### src/rtl/mem_access_stage_if.sv
// Bundle for the memory stage. It carries the execute-result handshake, the byte-wide RAM port and the write-back port.
// Handshake: a result transfers on a rising edge where i_valid & o_ready; o_ready is registered and is never combinational on i_valid.
`timescale 1ns/1ps
interface mem_access_stage_if #(
  parameter int N      = 32,
  parameter int ADDR_W = 10
);
  logic              i_valid;
  logic              o_ready;
  logic              i_s_mem_r_en;
  logic              i_s_mem_w_en;
  logic              i_s_wb_en;
  logic [3:0]        i_rd;
  logic [N-1:0]      i_alu_res;
  logic [N-1:0]      i_v_st;
  logic [ADDR_W-1:0] o_mem_addr;
  logic              o_mem_we;
  logic              o_mem_re;
  logic [7:0]        o_mem_wdata;
  logic [7:0]        i_mem_rdata;
  logic              o_wb_valid;
  logic              o_wb_en;
  logic [3:0]        o_wb_rd;
  logic [N-1:0]      o_wb_data;
  logic              o_fault;
  logic [1:0]        o_dbg_state;

  modport slave (
    input  i_valid, i_s_mem_r_en, i_s_mem_w_en, i_s_wb_en, i_rd, i_alu_res, i_v_st, i_mem_rdata,
    output o_ready, o_mem_addr, o_mem_we, o_mem_re, o_mem_wdata,
    output o_wb_valid, o_wb_en, o_wb_rd, o_wb_data, o_fault, o_dbg_state
  );

  modport master (
    output i_valid, i_s_mem_r_en, i_s_mem_w_en, i_s_wb_en, i_rd, i_alu_res, i_v_st, i_mem_rdata,
    input  o_ready, o_mem_addr, o_mem_we, o_mem_re, o_mem_wdata,
    input  o_wb_valid, o_wb_en, o_wb_rd, o_wb_data, o_fault, o_dbg_state
  );
endinterface

### src/rtl/mem_access_stage.sv
// ARM32 memory stage. LDR/STR run as four big-endian byte accesses on a byte-wide RAM.
// Every output is registered. The current FSM state is exported on o_dbg_state.
`timescale 1ns/1ps
module mem_access_stage #(
  parameter int N        = 32,
  parameter int ADDR_W   = 10,
  parameter int MEM_BASE = 1024
) (
  input  logic               clk,
  input  logic               reset_n,
  mem_access_stage_if.slave  bus
);

  typedef enum logic [1:0] {S_IDLE, S_STORE, S_LOAD, S_DONE} state_t;

  state_t            r_state, w_state_n;
  logic [2:0]        r_k, w_k_n;
  logic [3:0]        r_rd, w_rd_n;
  logic              r_wben, w_wben_n;
  logic [N-1:0]      r_alu, w_alu_n;
  logic [N-1:0]      r_st, w_st_n;
  logic [N-1:0]      r_ld, w_ld_n;

  logic              r_ready, w_ready_n;
  logic              r_mem_we, w_we_n;
  logic              r_mem_re, w_re_n;
  logic [ADDR_W-1:0] r_mem_addr, w_addr_n;
  logic [7:0]        r_mem_wdata, w_wdata_n;
  logic              r_wb_valid, w_wbv_n;
  logic              r_wb_en, w_wbe_n;
  logic [3:0]        r_wb_rd, w_wbrd_n;
  logic [N-1:0]      r_wb_data, w_wbd_n;
  logic              r_fault, w_fault_n;

  logic              w_accept;
  logic [N-1:0]      w_word;
  logic [N-1:0]      w_byte0;
  logic              w_is_mem;
  logic              w_oob;
  logic              w_fault;

  // A word below MEM_BASE wraps to a huge byte0, so one range test covers both ends.
  assign w_accept = bus.i_valid & r_ready;
  assign w_word   = {bus.i_alu_res[N-1:2], 2'b00};
  assign w_byte0  = w_word - N'(MEM_BASE);
  assign w_is_mem = bus.i_s_mem_r_en | bus.i_s_mem_w_en;
  assign w_oob    = |w_byte0[N-1:ADDR_W];
  assign w_fault  = (bus.i_s_mem_r_en & bus.i_s_mem_w_en) | (w_is_mem & w_oob);

  always_comb begin
    w_state_n = r_state;
    w_k_n     = r_k;
    w_rd_n    = r_rd;
    w_wben_n  = r_wben;
    w_alu_n   = r_alu;
    w_st_n    = r_st;
    w_ld_n    = r_ld;
    w_ready_n = 1'b0;
    w_we_n    = 1'b0;
    w_re_n    = 1'b0;
    w_addr_n  = '0;
    w_wdata_n = '0;
    w_wbv_n   = 1'b0;
    w_wbe_n   = 1'b0;
    w_wbrd_n  = '0;
    w_wbd_n   = '0;
    w_fault_n = 1'b0;
    case (r_state)
      S_STORE: begin
        if (r_k == 3'd3) begin
          w_state_n = S_DONE;
          w_ready_n = 1'b1;
          w_wbv_n   = 1'b1;
          w_wbrd_n  = r_rd;
          w_wbd_n   = r_alu;
        end else begin
          w_k_n     = r_k + 3'd1;
          w_we_n    = 1'b1;
          w_addr_n  = r_mem_addr + ADDR_W'(1);
          w_wdata_n = r_st[N-1 -: 8];
          w_st_n    = r_st << 8;
        end
      end
      S_LOAD: begin
        // Read data lags the strobe by one cycle, so capture runs at k = 1..4.
        if (r_k != 3'd0) w_ld_n = {r_ld[N-9:0], bus.i_mem_rdata};
        if (r_k < 3'd3) begin
          w_k_n    = r_k + 3'd1;
          w_re_n   = 1'b1;
          w_addr_n = r_mem_addr + ADDR_W'(1);
        end else if (r_k == 3'd3) begin
          w_k_n = 3'd4;
        end else begin
          w_state_n = S_DONE;
          w_ready_n = 1'b1;
          w_wbv_n   = 1'b1;
          w_wbe_n   = r_wben;
          w_wbrd_n  = r_rd;
          w_wbd_n   = w_ld_n;
        end
      end
      default: begin
        if (w_accept) begin
          w_k_n    = 3'd0;
          w_rd_n   = bus.i_rd;
          w_wben_n = bus.i_s_wb_en;
          w_alu_n  = bus.i_alu_res;
          w_ld_n   = '0;
          if (w_fault) begin
            w_state_n = S_DONE;
            w_ready_n = 1'b1;
            w_wbv_n   = 1'b1;
            w_fault_n = 1'b1;
            w_wbrd_n  = bus.i_rd;
          end else if (bus.i_s_mem_w_en) begin
            w_state_n = S_STORE;
            w_we_n    = 1'b1;
            w_addr_n  = w_byte0[ADDR_W-1:0];
            w_wdata_n = bus.i_v_st[N-1 -: 8];
            w_st_n    = bus.i_v_st << 8;
          end else if (bus.i_s_mem_r_en) begin
            w_state_n = S_LOAD;
            w_re_n    = 1'b1;
            w_addr_n  = w_byte0[ADDR_W-1:0];
          end else begin
            w_state_n = S_DONE;
            w_ready_n = 1'b1;
            w_wbv_n   = 1'b1;
            w_wbe_n   = bus.i_s_wb_en;
            w_wbrd_n  = bus.i_rd;
            w_wbd_n   = bus.i_alu_res;
          end
        end else begin
          w_state_n = S_IDLE;
          w_ready_n = 1'b1;
        end
      end
    endcase
  end

  always_ff @(posedge clk or negedge reset_n) begin
    if (!reset_n) begin
      r_state     <= S_IDLE;
      r_k         <= '0;
      r_rd        <= '0;
      r_wben      <= 1'b0;
      r_alu       <= '0;
      r_st        <= '0;
      r_ld        <= '0;
      r_ready     <= 1'b1;
      r_mem_we    <= 1'b0;
      r_mem_re    <= 1'b0;
      r_mem_addr  <= '0;
      r_mem_wdata <= '0;
      r_wb_valid  <= 1'b0;
      r_wb_en     <= 1'b0;
      r_wb_rd     <= '0;
      r_wb_data   <= '0;
      r_fault     <= 1'b0;
    end else begin
      r_state     <= w_state_n;
      r_k         <= w_k_n;
      r_rd        <= w_rd_n;
      r_wben      <= w_wben_n;
      r_alu       <= w_alu_n;
      r_st        <= w_st_n;
      r_ld        <= w_ld_n;
      r_ready     <= w_ready_n;
      r_mem_we    <= w_we_n;
      r_mem_re    <= w_re_n;
      r_mem_addr  <= w_addr_n;
      r_mem_wdata <= w_wdata_n;
      r_wb_valid  <= w_wbv_n;
      r_wb_en     <= w_wbe_n;
      r_wb_rd     <= w_wbrd_n;
      r_wb_data   <= w_wbd_n;
      r_fault     <= w_fault_n;
    end
  end

  assign bus.o_ready     = r_ready;
  assign bus.o_mem_we    = r_mem_we;
  assign bus.o_mem_re    = r_mem_re;
  assign bus.o_mem_addr  = r_mem_addr;
  assign bus.o_mem_wdata = r_mem_wdata;
  assign bus.o_wb_valid  = r_wb_valid;
  assign bus.o_wb_en     = r_wb_en;
  assign bus.o_wb_rd     = r_wb_rd;
  assign bus.o_wb_data   = r_wb_data;
  assign bus.o_fault     = r_fault;
  assign bus.o_dbg_state = r_state;

endmodule

### src/flat_wrapper.sv
// flat-port wrapper written by rule: the top's interface ports become plain ports
module mem_access_stage_flat 
#(
  parameter int N        = 32,
  parameter int ADDR_W   = 10,
  parameter int MEM_BASE = 1024
)
  (clk, reset_n, bus_i_valid, bus_i_s_mem_r_en, bus_i_s_mem_w_en, bus_i_s_wb_en, bus_i_rd, bus_i_alu_res, bus_i_v_st, bus_i_mem_rdata, bus_o_ready, bus_o_mem_addr, bus_o_mem_we, bus_o_mem_re, bus_o_mem_wdata, bus_o_wb_valid, bus_o_wb_en, bus_o_wb_rd, bus_o_wb_data, bus_o_fault, bus_o_dbg_state);
  mem_access_stage_if #(.N(N), .ADDR_W(ADDR_W)) bus_i ();
  input  logic clk;
  input  logic reset_n;
  input wire logic [$bits(bus_i.i_valid)-1:0] bus_i_valid;
  input wire logic [$bits(bus_i.i_s_mem_r_en)-1:0] bus_i_s_mem_r_en;
  input wire logic [$bits(bus_i.i_s_mem_w_en)-1:0] bus_i_s_mem_w_en;
  input wire logic [$bits(bus_i.i_s_wb_en)-1:0] bus_i_s_wb_en;
  input wire logic [$bits(bus_i.i_rd)-1:0] bus_i_rd;
  input wire logic [$bits(bus_i.i_alu_res)-1:0] bus_i_alu_res;
  input wire logic [$bits(bus_i.i_v_st)-1:0] bus_i_v_st;
  input wire logic [$bits(bus_i.i_mem_rdata)-1:0] bus_i_mem_rdata;
  output wire logic [$bits(bus_i.o_ready)-1:0] bus_o_ready;
  output wire logic [$bits(bus_i.o_mem_addr)-1:0] bus_o_mem_addr;
  output wire logic [$bits(bus_i.o_mem_we)-1:0] bus_o_mem_we;
  output wire logic [$bits(bus_i.o_mem_re)-1:0] bus_o_mem_re;
  output wire logic [$bits(bus_i.o_mem_wdata)-1:0] bus_o_mem_wdata;
  output wire logic [$bits(bus_i.o_wb_valid)-1:0] bus_o_wb_valid;
  output wire logic [$bits(bus_i.o_wb_en)-1:0] bus_o_wb_en;
  output wire logic [$bits(bus_i.o_wb_rd)-1:0] bus_o_wb_rd;
  output wire logic [$bits(bus_i.o_wb_data)-1:0] bus_o_wb_data;
  output wire logic [$bits(bus_i.o_fault)-1:0] bus_o_fault;
  output wire logic [$bits(bus_i.o_dbg_state)-1:0] bus_o_dbg_state;
  assign bus_i.i_valid = bus_i_valid;
  assign bus_i.i_s_mem_r_en = bus_i_s_mem_r_en;
  assign bus_i.i_s_mem_w_en = bus_i_s_mem_w_en;
  assign bus_i.i_s_wb_en = bus_i_s_wb_en;
  assign bus_i.i_rd = bus_i_rd;
  assign bus_i.i_alu_res = bus_i_alu_res;
  assign bus_i.i_v_st = bus_i_v_st;
  assign bus_i.i_mem_rdata = bus_i_mem_rdata;
  assign bus_o_ready = bus_i.o_ready;
  assign bus_o_mem_addr = bus_i.o_mem_addr;
  assign bus_o_mem_we = bus_i.o_mem_we;
  assign bus_o_mem_re = bus_i.o_mem_re;
  assign bus_o_mem_wdata = bus_i.o_mem_wdata;
  assign bus_o_wb_valid = bus_i.o_wb_valid;
  assign bus_o_wb_en = bus_i.o_wb_en;
  assign bus_o_wb_rd = bus_i.o_wb_rd;
  assign bus_o_wb_data = bus_i.o_wb_data;
  assign bus_o_fault = bus_i.o_fault;
  assign bus_o_dbg_state = bus_i.o_dbg_state;
  mem_access_stage #(.N(N), .ADDR_W(ADDR_W), .MEM_BASE(MEM_BASE)) u_core (.clk(clk), .reset_n(reset_n), .bus(bus_i));
endmodule
### config.mk
export PLATFORM = sky130hd
export DESIGN_NAME = mem_access_stage_flat
export DESIGN_NICKNAME = d
export VERILOG_FILES = /design/src/rtl/mem_access_stage_if.sv /design/src/rtl/mem_access_stage.sv /design/src/flat_wrapper.sv
export SDC_FILE = /design/constraint.sdc
export NUM_CORES = 1
export LEC_CHECK = 0
export CORE_MARGIN = 10
export CORE_UTILIZATION = 50
export CTS_CLUSTER_SIZE = 24
export DETAILED_ROUTE_END_ITERATION = 8
export DONT_BUFFER_PORTS = 1
export PLACE_DENSITY_LB_ADDON = 0.1
export SLEW_MARGIN = 20
export SYNTH_ARGS = -nofsm -noshare
export SYNTH_HDL_FRONTEND = slang
export SYNTH_SLANG_ARGS = --single-unit
### constraint.sdc
create_clock -name clk -period 5.96 [get_ports clk]
set_clock_uncertainty 0.1 [all_clocks]
set_input_delay 0.894 -clock clk [delete_from_list [all_inputs] [get_ports clk]]
set_output_delay 0.894 -clock clk [all_outputs]
set_load 0.01 [all_outputs]
Word-level counts from Yosys, hierarchy flattened
Index checks and enable logic that the tools add are counted.
{ "word_totals": {"regBits": 166, "wordCells": 129} }
{ "op_classes": {"n_addsub": 3, "magnitude_cmp": 1, "eq_ne": 9, "mux": 79, "bitwise": 8, "reduce_logical": 12} }
{ "op_table": {"columns": ["op", "count"], "rows": [
  ["two-way mux 32 bit", 13],
  ["case mux 32 bit (2 select lines)", 3],
  ["two-way mux 10 bit", 6],
  ["two-way mux 8 bit", 4],
  ["subtractor 32 x 11 -> 32 bit (second input constant)", 1],
  ["two-way mux 4 bit", 7],
  ["two-way mux 1 bit", 26],
  ["OR reduction 22 bit", 1],
  ["case mux 10 bit (2 select lines)", 1],
  ["case mux 8 bit (2 select lines)", 1],
  ["two-way mux 2 bit", 6],
  ["two-way mux 3 bit", 4],
  ["adder 10 x 1 -> 10 bit (second input constant)", 1],
  ["case mux 1 bit (2 select lines)", 5],
  ["inequality test 2 bit (second input constant)", 4],
  ["case mux 4 bit (2 select lines)", 1],
  ["case mux 3 bit (2 select lines)", 1],
  ["AND reduction 3 bit", 2],
  ["nonzero test 2 bit", 3],
  ["nonzero test 3 bit", 2],
  ["AND reduction 5 bit", 1],
  ["case mux 2 bit (2 select lines)", 1],
  ["AND reduction 2 bit", 2],
  ["adder 3 x 1 -> 3 bit (second input constant)", 1],
  ["10 further kinds", 15]
]} }

Logic depth before layout (Yosys ltp)
Gate-level depths: netlist (run 1).
{ "logic_depth": {"ltp_word": 7, "mapped_depth": 9, "mapped_depth_nobuf": 7} }

Worst setup path after synthesis (run 1)
OpenSTA, ideal clock, no wires.
{ "synth_path": {"path_type": "input -> register", "start": "input bus_i_s_mem_w_en", "end": "register u_core.r_st[21]", "setup_ps": 125, "arrival_ps": 2657, "required_time_ps": 5735, "path_slack_ps": 3078, "path_stages": 7, "n_path_buf": 2, "cell_sequence": "buf_2 a211oi_2 nand4_1 or3b_4 o31ai_4 buf_12 mux2_4"} }
{ "synth_via": {"elab_chain_len": 5, "elab_cells_between_ends": 7} }
{ "synth_rtl": {"columns": ["element", "line_no", "source"], "rows": [
  ["from (decl)", "flat_wrapper.sv:14", "input wire logic [$bits(bus_i.i_s_mem_w_en)-1:0] bus_i_s_mem_w_en;"],
  ["OR 1 bit", "mem_access_stage.sv:46", "assign w_is_mem = bus.i_s_mem_r_en | bus.i_s_mem_w_en;"],
  ["bitwise AND 1 bit", "mem_access_stage.sv:48", "assign w_fault = (bus.i_s_mem_r_en & bus.i_s_mem_w_en) | (w_is_mem & w_oob);"],
  ["OR 1 bit", "mem_access_stage.sv:48", null],
  ["inequality test 2 bit (no source line)", null, null],
  ["AND reduction 5 bit (no source line) (*)", null, null],
  ["to (signal assigned)", "mem_access_stage.sv:166", "r_st <= w_st_n;"],
  ["to (decl)", "mem_access_stage.sv:21", "logic [N-1:0] r_st, w_st_n;"]
]} }
Mark *: on every way between the ends. The rest lies on a longest branch, timed or not.
A chain may end at the register's enable or synchronous reset.

Final worst setup path (run 1)
{ "layout_path": {"start": "input bus_i_alu_res[14]", "end": "register u_core.r_st[18]"} }
{ "layout_via": {"elab_chain_len": 6} }
{ "layout_rtl": {"columns": ["element", "line_no", "source"], "rows": [
  ["from (decl)", "flat_wrapper.sv:17", "input wire logic [$bits(bus_i.i_alu_res)-1:0] bus_i_alu_res;"],
  ["subtractor 32 x 11 -> 32 bit", "mem_access_stage.sv:45", "assign w_byte0 = w_word - N'(MEM_BASE);"],
  ["OR reduction 22 bit", "mem_access_stage.sv:47", "assign w_oob = |w_byte0[N-1:ADDR_W];"],
  ["bitwise AND 1 bit", "mem_access_stage.sv:48", null],
  ["OR 1 bit", "mem_access_stage.sv:48", null],
  ["inequality test 2 bit (no source line)", null, null],
  ["AND reduction 5 bit (no source line)", null, null]
]} }
No other way between the ends.

==> reports/metrics.csv, run 1 <==
metric,value,unit
run_status,"finished, final reports clean",
die_area,0.01928,mm^2
grt_setup_unrepaired,no,
antenna_found_initial,0,
gpl.final_weighted_congestion,0.8534,
crit_path_start_kind,input pin,
post-dp-hpwl,13420,um
cts_htree_levels,4,
number_of_clock_buffers_inserted_by_tritoncts,17,
antenna_cells_inserted,0,
floorplan.die.height,138.9,um
worst_slew_pin_slew,1.128,ns
max_slew_margin,24.18,%
wl_met3,1745,um
place_area,0.007201,mm^2
synth_top_family_by_area,simple AND/OR/NAND/NOR gates,
finalInstanceArea,0.007805,mm^2
synth_fp_nets,814,
start_util,50.88,%
placeableCoreArea,0.01388,mm^2
synth_compound_gate_area_share,15.89,%
timing.hold.worst.class,input pin to async pin,
die_w,138.9,um
synth.ff_latch_count,158,
final_max_slew_viol_count,0,
post-synth-top-count-cell,sky130_fd_sc_hd__nand2_1,
syn-cell-area,0.007063,mm^2
post_synth_and_or_nand_nor_area_fraction,17.43,%
reg_clk_slew_reported_paths,0.06,ns
end_kind,register,
timing.fmax,347.5,MHz
top_layer_used,met4,
routedLengthMet1,8458,um
cts_tree,yes,
detail_route.wl_per_cell,21.78,um
post-route-min-period,2.877,ns
grt_start_max_net_pins,159,
row_count,43,
area_delta_synth_final,10.50,%
firstDrtPassIters,5,
timing.max_cap.violations,0,
yosys.area.top_type,sky130_fd_sc_hd__dfrtp_1,
clk_path_buf_depth,2,
post_synth_fa_ha_maj_area_fraction,1.063,%
postRouteAntennaNets,0,
io-pin-count,144,
p_leak,3.469,nW
cp.required,6.18,ns
cts.sinks,158,
vias,5346,
root_buffer,sky130_fd_sc_hd__clkbuf_16,
synth_sequential_area_ratio,56.00,%
grt_overflow_total,0,
layout-drive-gt1-share,12.15,%
setup_viol,0,
post_synth_xor_area_fraction,1.116,%
ys_async_sr_fraction,100.0,%
synth.top_cells.by_count,"sky130_fd_sc_hd__nand2_1 (238), sky130_fd_sc_hd__dfrtp_1 (157), sky130_fd_sc_hd__a21oi_1 (67)",
drc_errors,0,
power-per-cell-area,484.5,mW/mm^2
cts_setup_buffers,0,
yosysWarningCount,0,
synth_top_cell_area_share,55.62,%
timing_hold_violations_final,0,
clock_latency,0.43,ns
final_wirelength,19690,um
layout_worst_path_cycle_share,48.28,%
synth-main-ff-cell,sky130_fd_sc_hd__dfrtp_1,
timing.hold.ws,0.05775,ns
syn_inst,726,
drt_initial_violations,397,
muxShareOfSynthArea,5.633,%
timing.setup.critical_path_class,input pin to register,
via_per_inst,5.914,
track_usage,19.96,%
setup_tns,0,ns
synth_enable_flop_cells,0,
synth.avg_cell_area,9.729,um^2
vdd.ir_drop.worst,0.3326,mV
grt_pass1_wl,30590,um
worst-endpoint-arrival,3.10,ns
vias_in_the_first_global_route,5253,
synth.distinct_cells,42,
cts_hold_buf,0,
critPathMaxFanout,16,
port-buffer-count,0,
routed-wl-met2,9051,um
post_cts_resize_count,0,
post_synth_main_area_contributors,"sky130_fd_sc_hd__dfrtp_1 (56%), sky130_fd_sc_hd__nand2_1 (13%), sky130_fd_sc_hd__a22o_1 (5.1%), sky130_fd_sc_hd__a21oi_1 (4.7%), sky130_fd_sc_hd__o21ai_0 (3.6%)",
nets,800,
[critical path: stages]
cell,delay [ns]
sky130_fd_sc_hd__nor4_1,0.27
sky130_fd_sc_hd__nand4_1,0.20
sky130_fd_sc_hd__or3b_4,0.47
sky130_fd_sc_hd__o31ai_4,0.84
sky130_fd_sc_hd__mux2_2,0.42
[cells in the final DEF, fill, tap and decap left out, types with 3 or more instances in the layout]
| cell type | synthesis | final |
|---|---|---|
| sky130_fd_sc_hd__a21oi_1 | 67 | 67 |
| sky130_fd_sc_hd__a22o_1 | 41 | 41 |
| sky130_fd_sc_hd__buf_4 | 0 | 9 |
| sky130_fd_sc_hd__clkbuf_16 | 0 | 17 |
| sky130_fd_sc_hd__clkbuf_8 | 0 | 4 |
| sky130_fd_sc_hd__clkinv_2 | 0 | 4 |
| sky130_fd_sc_hd__dfrtp_1 | 157 | 157 |
| sky130_fd_sc_hd__ha_1 | 6 | 5 |
| sky130_fd_sc_hd__inv_1 | 7 | 7 |
| sky130_fd_sc_hd__mux2_2 | 22 | 22 |
| sky130_fd_sc_hd__mux2_4 | 10 | 10 |
| sky130_fd_sc_hd__nand2_1 | 238 | 238 |
| sky130_fd_sc_hd__nand2b_1 | 3 | 3 |
| sky130_fd_sc_hd__nand3_1 | 9 | 9 |
| sky130_fd_sc_hd__nand4_1 | 4 | 4 |
| sky130_fd_sc_hd__nor2_1 | 15 | 14 |
| sky130_fd_sc_hd__nor3_1 | 4 | 3 |
| sky130_fd_sc_hd__nor4_1 | 6 | 5 |
| sky130_fd_sc_hd__o21ai_0 | 51 | 51 |
| sky130_fd_sc_hd__o2bb2ai_1 | 8 | 8 |
| sky130_fd_sc_hd__xor2_1 | 7 | 7 |
[per-stage QoR]
step	total power, mW	std cells	util (%)	setup slack [ns]
final	3.782	904	56.23	3.083
after global routing	3.999	904	56.23	2.876
after CTS	3.813	904	56.15	2.820
after detailed placement	2.715	873	51.87	2.613
after global placement	2.681	873	51.87	2.627
after floorplan	2.418	726	-	3.078
[sequential cells by signal, indices dropped and copies added (netlist names), 2 cells and up]
name,flops
u_core.bus.o_mem_wdata,8
u_core.bus.o_dbg_state,2
u_core.r_k,3
u_core.bus.o_mem_addr,10
u_core.bus.o_wb_data,32
u_core.r_rd,4
u_core.r_alu,32
u_core.r_st,24
u_core.r_ld,32
u_core.bus.o_wb_rd,4
[layer usage]
layer / GRT usage [%] / up-vias
li1: - / 2448
met1: 25.48 / 2640
met2: 30.38 / 223
met3: 7.226 / 35
met4: 7.468 / 0
met5: 0 / -
[kinds of logic (layout without fill, tap and decap cells)]
family | count (synthesis) | after routing
AO/OA/AOI/OAI | 177 | 177
adder cells (fa/ha/maj) | 6 | 6
AND/OR/NAND/NOR | 295 | 295
buffers and inverters | 49 | 47
XOR/XNOR | 9 | 9
multiplexers | 32 | 32
flip-flops | 158 | 158
[final timing paths]
check	start	to	slack [ns]	cells past startpoint
max	bus_i_alu_res[14]	u_core.r_st[18]$_DFFE_PN0P_	3.08	5
min	reset_n	u_core.bus.o_wb_data[30]$_DFF_PN0_	0.06	0
max reg2reg	u_core.bus.o_dbg_state[1]$_DFFE_PN0P_	u_core.r_st[18]$_DFFE_PN0P_	3.10	6
min reg2reg	u_core.r_alu[8]$_DFFE_PN0P_	u_core.r_alu[8]$_DFFE_PN0P_	0.37	2
max in group asynchronous	reset_n	u_core.bus.o_ready$_DFF_PN1_	5.50	0
min in group clk	u_core.r_alu[8]$_DFFE_PN0P_	u_core.r_alu[8]$_DFFE_PN0P_	0.37	2
[report_power, final]
group / switching [mW] / leakage [nW] / internal, mW / total (mW)
Clock: 0.427 / 0.291 / 0.656 / 1.08
Sequential: 0.219 / 2.10 / 1.36 / 1.58
Combinational: 0.706 / 1.08 / 0.416 / 1.12
[layout make-up]
cell class,instances,area (um^2)
Timing Repair Buffer,9,67.56
Clock buffer,21,480.5
Fill cell,1254,6076
Clock inverter,10,112.6
Inverter,7,26.28
Tap cell,180,225.2
Multi-Input combinational cell,519,2938
Sequential cell,158,3955
Note: power is estimated with default switching activity, not from simulation.
==> inputs of run 2 (changes only) <==
- clock period: 5.96 -> 2.65 ns (I/O delays scaled with it)
==> run 2 against run 1 <==
Compared with the run above: the run now ends with negative hold slack left; register-to-register slack worse by 2.9 ns; via count is 5.4% higher; combinational power is 150% higher; setup slack worse by 2.9 ns.
==> reports/metrics.csv, run 2 (synthesis results as in run 1) <==
metric,value,unit
run_status,"finished, violations left",
failed_checks,negative hold slack,
area_delta_synth_final,20.96,%
gpl.final_weighted_congestion,0.8438,
postRouteAntennaNets,0,
cts_tree,yes,
numPlacedInstances,889,
vdd.ir_drop.worst,0.5523,mV
io-pin-count,144,
cts_setup_buffers,0,
via_per_inst,5.767,
setup_tns,0,ns
reg_clk_slew_reported_paths,0.06,ns
commonest_cells_after_routing_fill_and_taps_aside,"sky130_fd_sc_hd__nand2_1 (238), sky130_fd_sc_hd__dfrtp_1 (157), sky130_fd_sc_hd__a21oi_1 (67), sky130_fd_sc_hd__dlygate4sd3_1 (56), sky130_fd_sc_hd__o21ai_0 (51)",
end_kind,register,
layoutNonFillerInstCount,977,
cts.sinks,158,
p_leak,3.791,nW
drt_initial_violations,523,
port-buffer-count,0,
vias_in_the_first_global_route,5634,
p_total,8.913,mW
grt_pass1_wl,32930,um
layout_commonest_cell,sky130_fd_sc_hd__nand2_1,
cp.required,2.90,ns
firstDrtPassIters,5,
number_of_clock_buffers_inserted_by_tritoncts,17,
power-per-cell-area,1043,mW/mm^2
antenna_found_initial,0,
setup_viol,0,
crit_path_start_kind,register,
detail_route.wl_per_cell,20.96,um
timing.hold.ws,-0.4372,ns
floorplan.die.height,138.9,um
post_cts_resize_count,0,
track_usage,21.24,%
vias,5634,
die_w,138.9,um
critPathMaxFanout,10,
final_core_utilization,61.55,%
antenna_cells_inserted,0,
clock_latency,0.43,ns
clk_path_buf_depth,2,
cts_hold_buf,56,
grt_setup_unrepaired,no,
final_wirelength,20480,um
max_slew_margin,45.33,%
timing.max_cap.violations,0,
cts_htree_levels,4,
post-dp-hpwl,13780,um
layout-drive-gt1-share,13.05,%
worst-endpoint-arrival,2.74,ns
drc_errors,0,
nets,872,
row_count,43,
grt_start_max_net_pins,159,
placeableCoreArea,0.01388,mm^2
timing.setup.critical_path_class,register to register,
root_buffer,sky130_fd_sc_hd__clkbuf_16,
start_util,50.88,%
timing.fmax,402.3,MHz
grt_overflow_total,0,
die_area,0.01928,mm^2
layout_worst_path_cycle_share,93.79,%
timing.hold.worst.class,input pin to async pin,
timing_hold_violations_final,158,
post-route-min-period,2.486,ns
worst_slew_pin_slew,0.8170,ns
final_max_slew_viol_count,0,
run 2: final cells by class:
class,count,area (um^2)
fillers,1142,5338
clock inverters,14,193.9
inverters,7,26.28
repair buffers,81,785.8
well taps,180,225.2
flip-flops and latches,158,3955
multi-input cells,519,2928
clock buffers,18,429.2
run 2: power breakdown:
group	switching, mW	leakage (nW)	total, mW	internal (mW)
combinational	1.64	1.40	2.79	1.14
clock	0.997	0.288	2.57	1.57
sequential	0.505	2.10	3.56	3.05
run 2: critical path, cell delays in order, from the launching register on:
cell	delay, ns
sky130_fd_sc_hd__dfrtp_1	0.41
sky130_fd_sc_hd__ha_1	0.22
sky130_fd_sc_hd__ha_1	0.20
sky130_fd_sc_hd__buf_4	0.15
sky130_fd_sc_hd__nand2b_1	0.16
sky130_fd_sc_hd__nor2_1	0.64
sky130_fd_sc_hd__nor2_1	0.16
sky130_fd_sc_hd__buf_4	0.22
sky130_fd_sc_hd__o2bb2ai_1	0.14
run 2: routing by layer:
layer | vias up | global-route usage [%] | wire length (um)
li1 | 2598 | - | -
met1 | 2773 | 27.91 | 8904
met2 | 239 | 33.10 | 9718
met3 | 24 | 6.164 | 1541
met4 | 0 | 6.700 | 317
met5 | - | 0 | 0
run 2: through the flow:
stage / cell area (um^2) / setup WS, ns
final: 8543 / 0.1644
after global routing: 8543 / 0.01950
after CTS: 8542 / 0.1744
after detailed placement: 7358 / 0.2022
after global placement: 7358 / 0.2214
after floorplan: 7063 / 0.2640
run 2: worst paths after layout:
check	start	end	slack (ns)	cells past startpoint
max in group asynchronous	reset_n	u_core.bus.o_ready$_DFF_PN1_	2.60	0
worst max-delay path	u_core.r_k[0]$_DFFE_PN0P_	u_core.bus.o_mem_addr[3]$_DFF_PN0_	0.16	8
worst min register to register	u_core.r_alu[8]$_DFFE_PN0P_	u_core.r_alu[8]$_DFFE_PN0P_	0.38	2
worst min-delay path	reset_n	u_core.r_alu[25]$_DFFE_PN0P_	-0.44	0
worst max register to register	u_core.r_k[0]$_DFFE_PN0P_	u_core.bus.o_mem_addr[3]$_DFF_PN0_	0.16	8
min in group clk	bus_i_alu_res[2]	u_core.bus.o_wb_data[2]$_DFF_PN0_	0.01	2
==> inputs of run 3 (changes only) <==
- clock period: 2.65 -> 2.5 ns (I/O delays scaled with it)
==> run 3 against run 2 <==
Compared with the run above: combinational power is 7.5% higher; highest routed layer unchanged; critical path type unchanged; largest power group unchanged; maximum frequency is 5.4% higher; the flow still finishes with violations (negative hold slack); final area is essentially flat; routed wire length is essentially flat.
==> reports/metrics.csv, run 3 (synthesis results as in run 1) <==
metric,value,unit
run_status,"finished, violations left",
failed_checks,negative hold slack,
final_critical_path_setup_slack,0.1423,ns
track_usage,20.93,%
nets,876,
detail_route.wl_per_cell,20.88,um
finalInstanceArea,0.008546,mm^2
timing.hold.worst.class,input pin to async pin,
critPathMaxFanout,16,
antenna_found_initial,0,
vdd.ir_drop.worst,0.7496,mV
die_w,138.9,um
floorplan.die.height,138.9,um
commonest_cells_after_routing_fill_and_taps_aside,"sky130_fd_sc_hd__nand2_1 (238), sky130_fd_sc_hd__dfrtp_1 (157), sky130_fd_sc_hd__a21oi_1 (66), sky130_fd_sc_hd__dlygate4sd3_1 (59), sky130_fd_sc_hd__o21ai_0 (51)",
crit_path_frequent_cell,sky130_fd_sc_hd__ha_1,
timing_hold_violations_final,158,
grt_pass1_wl,32580,um
cts_hold_buf,59,
timing.fmax,424.2,MHz
post-place-ws,0.1013,ns
vias_in_the_first_global_route,5690,
clk_path_buf_depth,2,
max_slew_margin,69.39,%
list_of_cells_traversed_by_the_critical_path,ha_1 -> ha_1 -> nand2b_1 -> or2_2 -> o31ai_4 -> buf_12 -> mux2_2,
timing.setup.critical_path_class,register to register,
root_buffer,sky130_fd_sc_hd__clkbuf_16,
cts_setup_buffers,0,
post-route-min-period,2.358,ns
source_of_the_critical_timing_path,u_core.r_k[0]$_DFFE_PN0P_,
port-buffer-count,0,
setup_tns,0,ns
drt_initial_violations,488,
cts_htree_levels,4,
cts.sinks,158,
setup_viol,0,
die_area,0.01928,mm^2
layout_commonest_cell,sky130_fd_sc_hd__nand2_1,
grt_start_max_net_pins,159,
postRouteAntennaNets,0,
slowest_stage,sky130_fd_sc_hd__dfrtp_1,
clock_latency,0.42,ns
start_util,50.88,%
final_wirelength,20480,um
layout_worst_path_cycle_share,94.31,%
worst_slew_pin_slew,0.4591,ns
number_of_clock_buffers_inserted_by_tritoncts,17,
timing.hold.ws,-0.4525,ns
area_delta_synth_final,20.99,%
cp_slowest_stage_delay,0.42,ns
via_per_inst,5.857,
timing.rr.start,u_core.r_k[0]$_DFFE_PN0P_,
p_leak,3.798,nW
fillerInstances,1161,
power-per-cell-area,1089,mW/mm^2
firstDrtPassIters,5,
layout-drive-gt1-share,13.11,%
cp_num_buf_inv,1,
reg_clk_slew_reported_paths,0.06,ns
place_area,0.007366,mm^2
timing.max_cap.violations,0,
antenna_cells_inserted,0,
final_max_slew_viol_count,0,
cts_tree,yes,
placeableCoreArea,0.01388,mm^2
grt_setup_unrepaired,no,
row_count,43,
grt_overflow_total,0,
worst_path_dominant_cell_family,simple AND/OR/NAND/NOR gates,
drc_errors,0,
io-pin-count,144,
gpl.final_weighted_congestion,0.8678,
post-dp-hpwl,13760,um
end_kind,register,
cp.required,2.70,ns
vias,5746,
final_core_utilization,61.56,%
worst-endpoint-arrival,2.56,ns
crit_path_start_kind,register,
## run 3: per-layer routing
layer | GRT usage (%) | share of wire, % | vias to the layer above
met1 | 28.43 | 43 | 2857
met2 | 32.38 | 47 | 257
li1 | - | - | 2602
met3 | 5.137 | 7.4 | 30
met5 | 0 | 0 | -
met4 | 6.260 | 1.8 | 0
## run 3: worst reg2reg max path, cell delays in order (launching register included)
cell and delay, ns:
sky130_fd_sc_hd__dfrtp_1 0.42, sky130_fd_sc_hd__ha_1 0.22, sky130_fd_sc_hd__ha_1 0.25, sky130_fd_sc_hd__nand2b_1 0.18, sky130_fd_sc_hd__or2_2 0.40, sky130_fd_sc_hd__o31ai_4 0.11, sky130_fd_sc_hd__buf_12 0.21, sky130_fd_sc_hd__mux2_2 0.35
## run 3: path summary, 6_finish.rpt
kind                                                       endpoint  slack (ns)  cells past startpoint
worst min-delay path                   u_core.r_alu[18]$_DFFE_PN0P_       -0.45                      0
worst min register to register         u_core.r_alu[11]$_DFFE_PN0P_        0.38                      2
worst max-delay path                    u_core.r_st[20]$_DFFE_PN0P_        0.14                      7
max in group asynchronous              u_core.r_alu[16]$_DFFE_PN0P_        2.44                      0
worst max register to register          u_core.r_st[20]$_DFFE_PN0P_        0.14                      7
min in group clk                u_core.bus.o_mem_wdata[4]$_DFF_PN0_        0.01                      1
## run 3: cell type report
| class | count | area [um^2] | share of cell area (%) |
|---|---|---|---|
| Clock inverter | 11 | 115.1 | 1.347 |
| Multi-Input combinational cell | 519 | 2930 | 34.29 |
| Inverter | 7 | 26.28 | 0.3075 |
| Clock buffer | 21 | 470.5 | 5.505 |
| Tap cell | 180 | 225.2 | 2.635 |
| Sequential cell | 158 | 3955 | 46.28 |
| Timing Repair Buffer | 85 | 823.3 | 9.634 |
## run 3: per-stage QoR
stage	power (mW)	hold slack [ns]	std cells
6_report	9.309	-0.4525	981
5_1_grt	9.843	-0.4741	981
4_1_cts	9.341	-0.4667	981
3_5_place_dp	6.679	-0.01568	890
3_3_place_gp	6.572	-0.01429	890
2_1_floorplan	5.764	-0.02059	726
## run 3: what timing repair did
action                                 CTS  global route
endpoints found under the hold margin  252           158
resized for setup                        0             1
setup endpoints to repair                0             2
## run 3: where the power goes
part	internal, mW	switching, mW
Clock	1.54	1.02
Sequential	3.24	0.519
Combinational	1.21	1.78
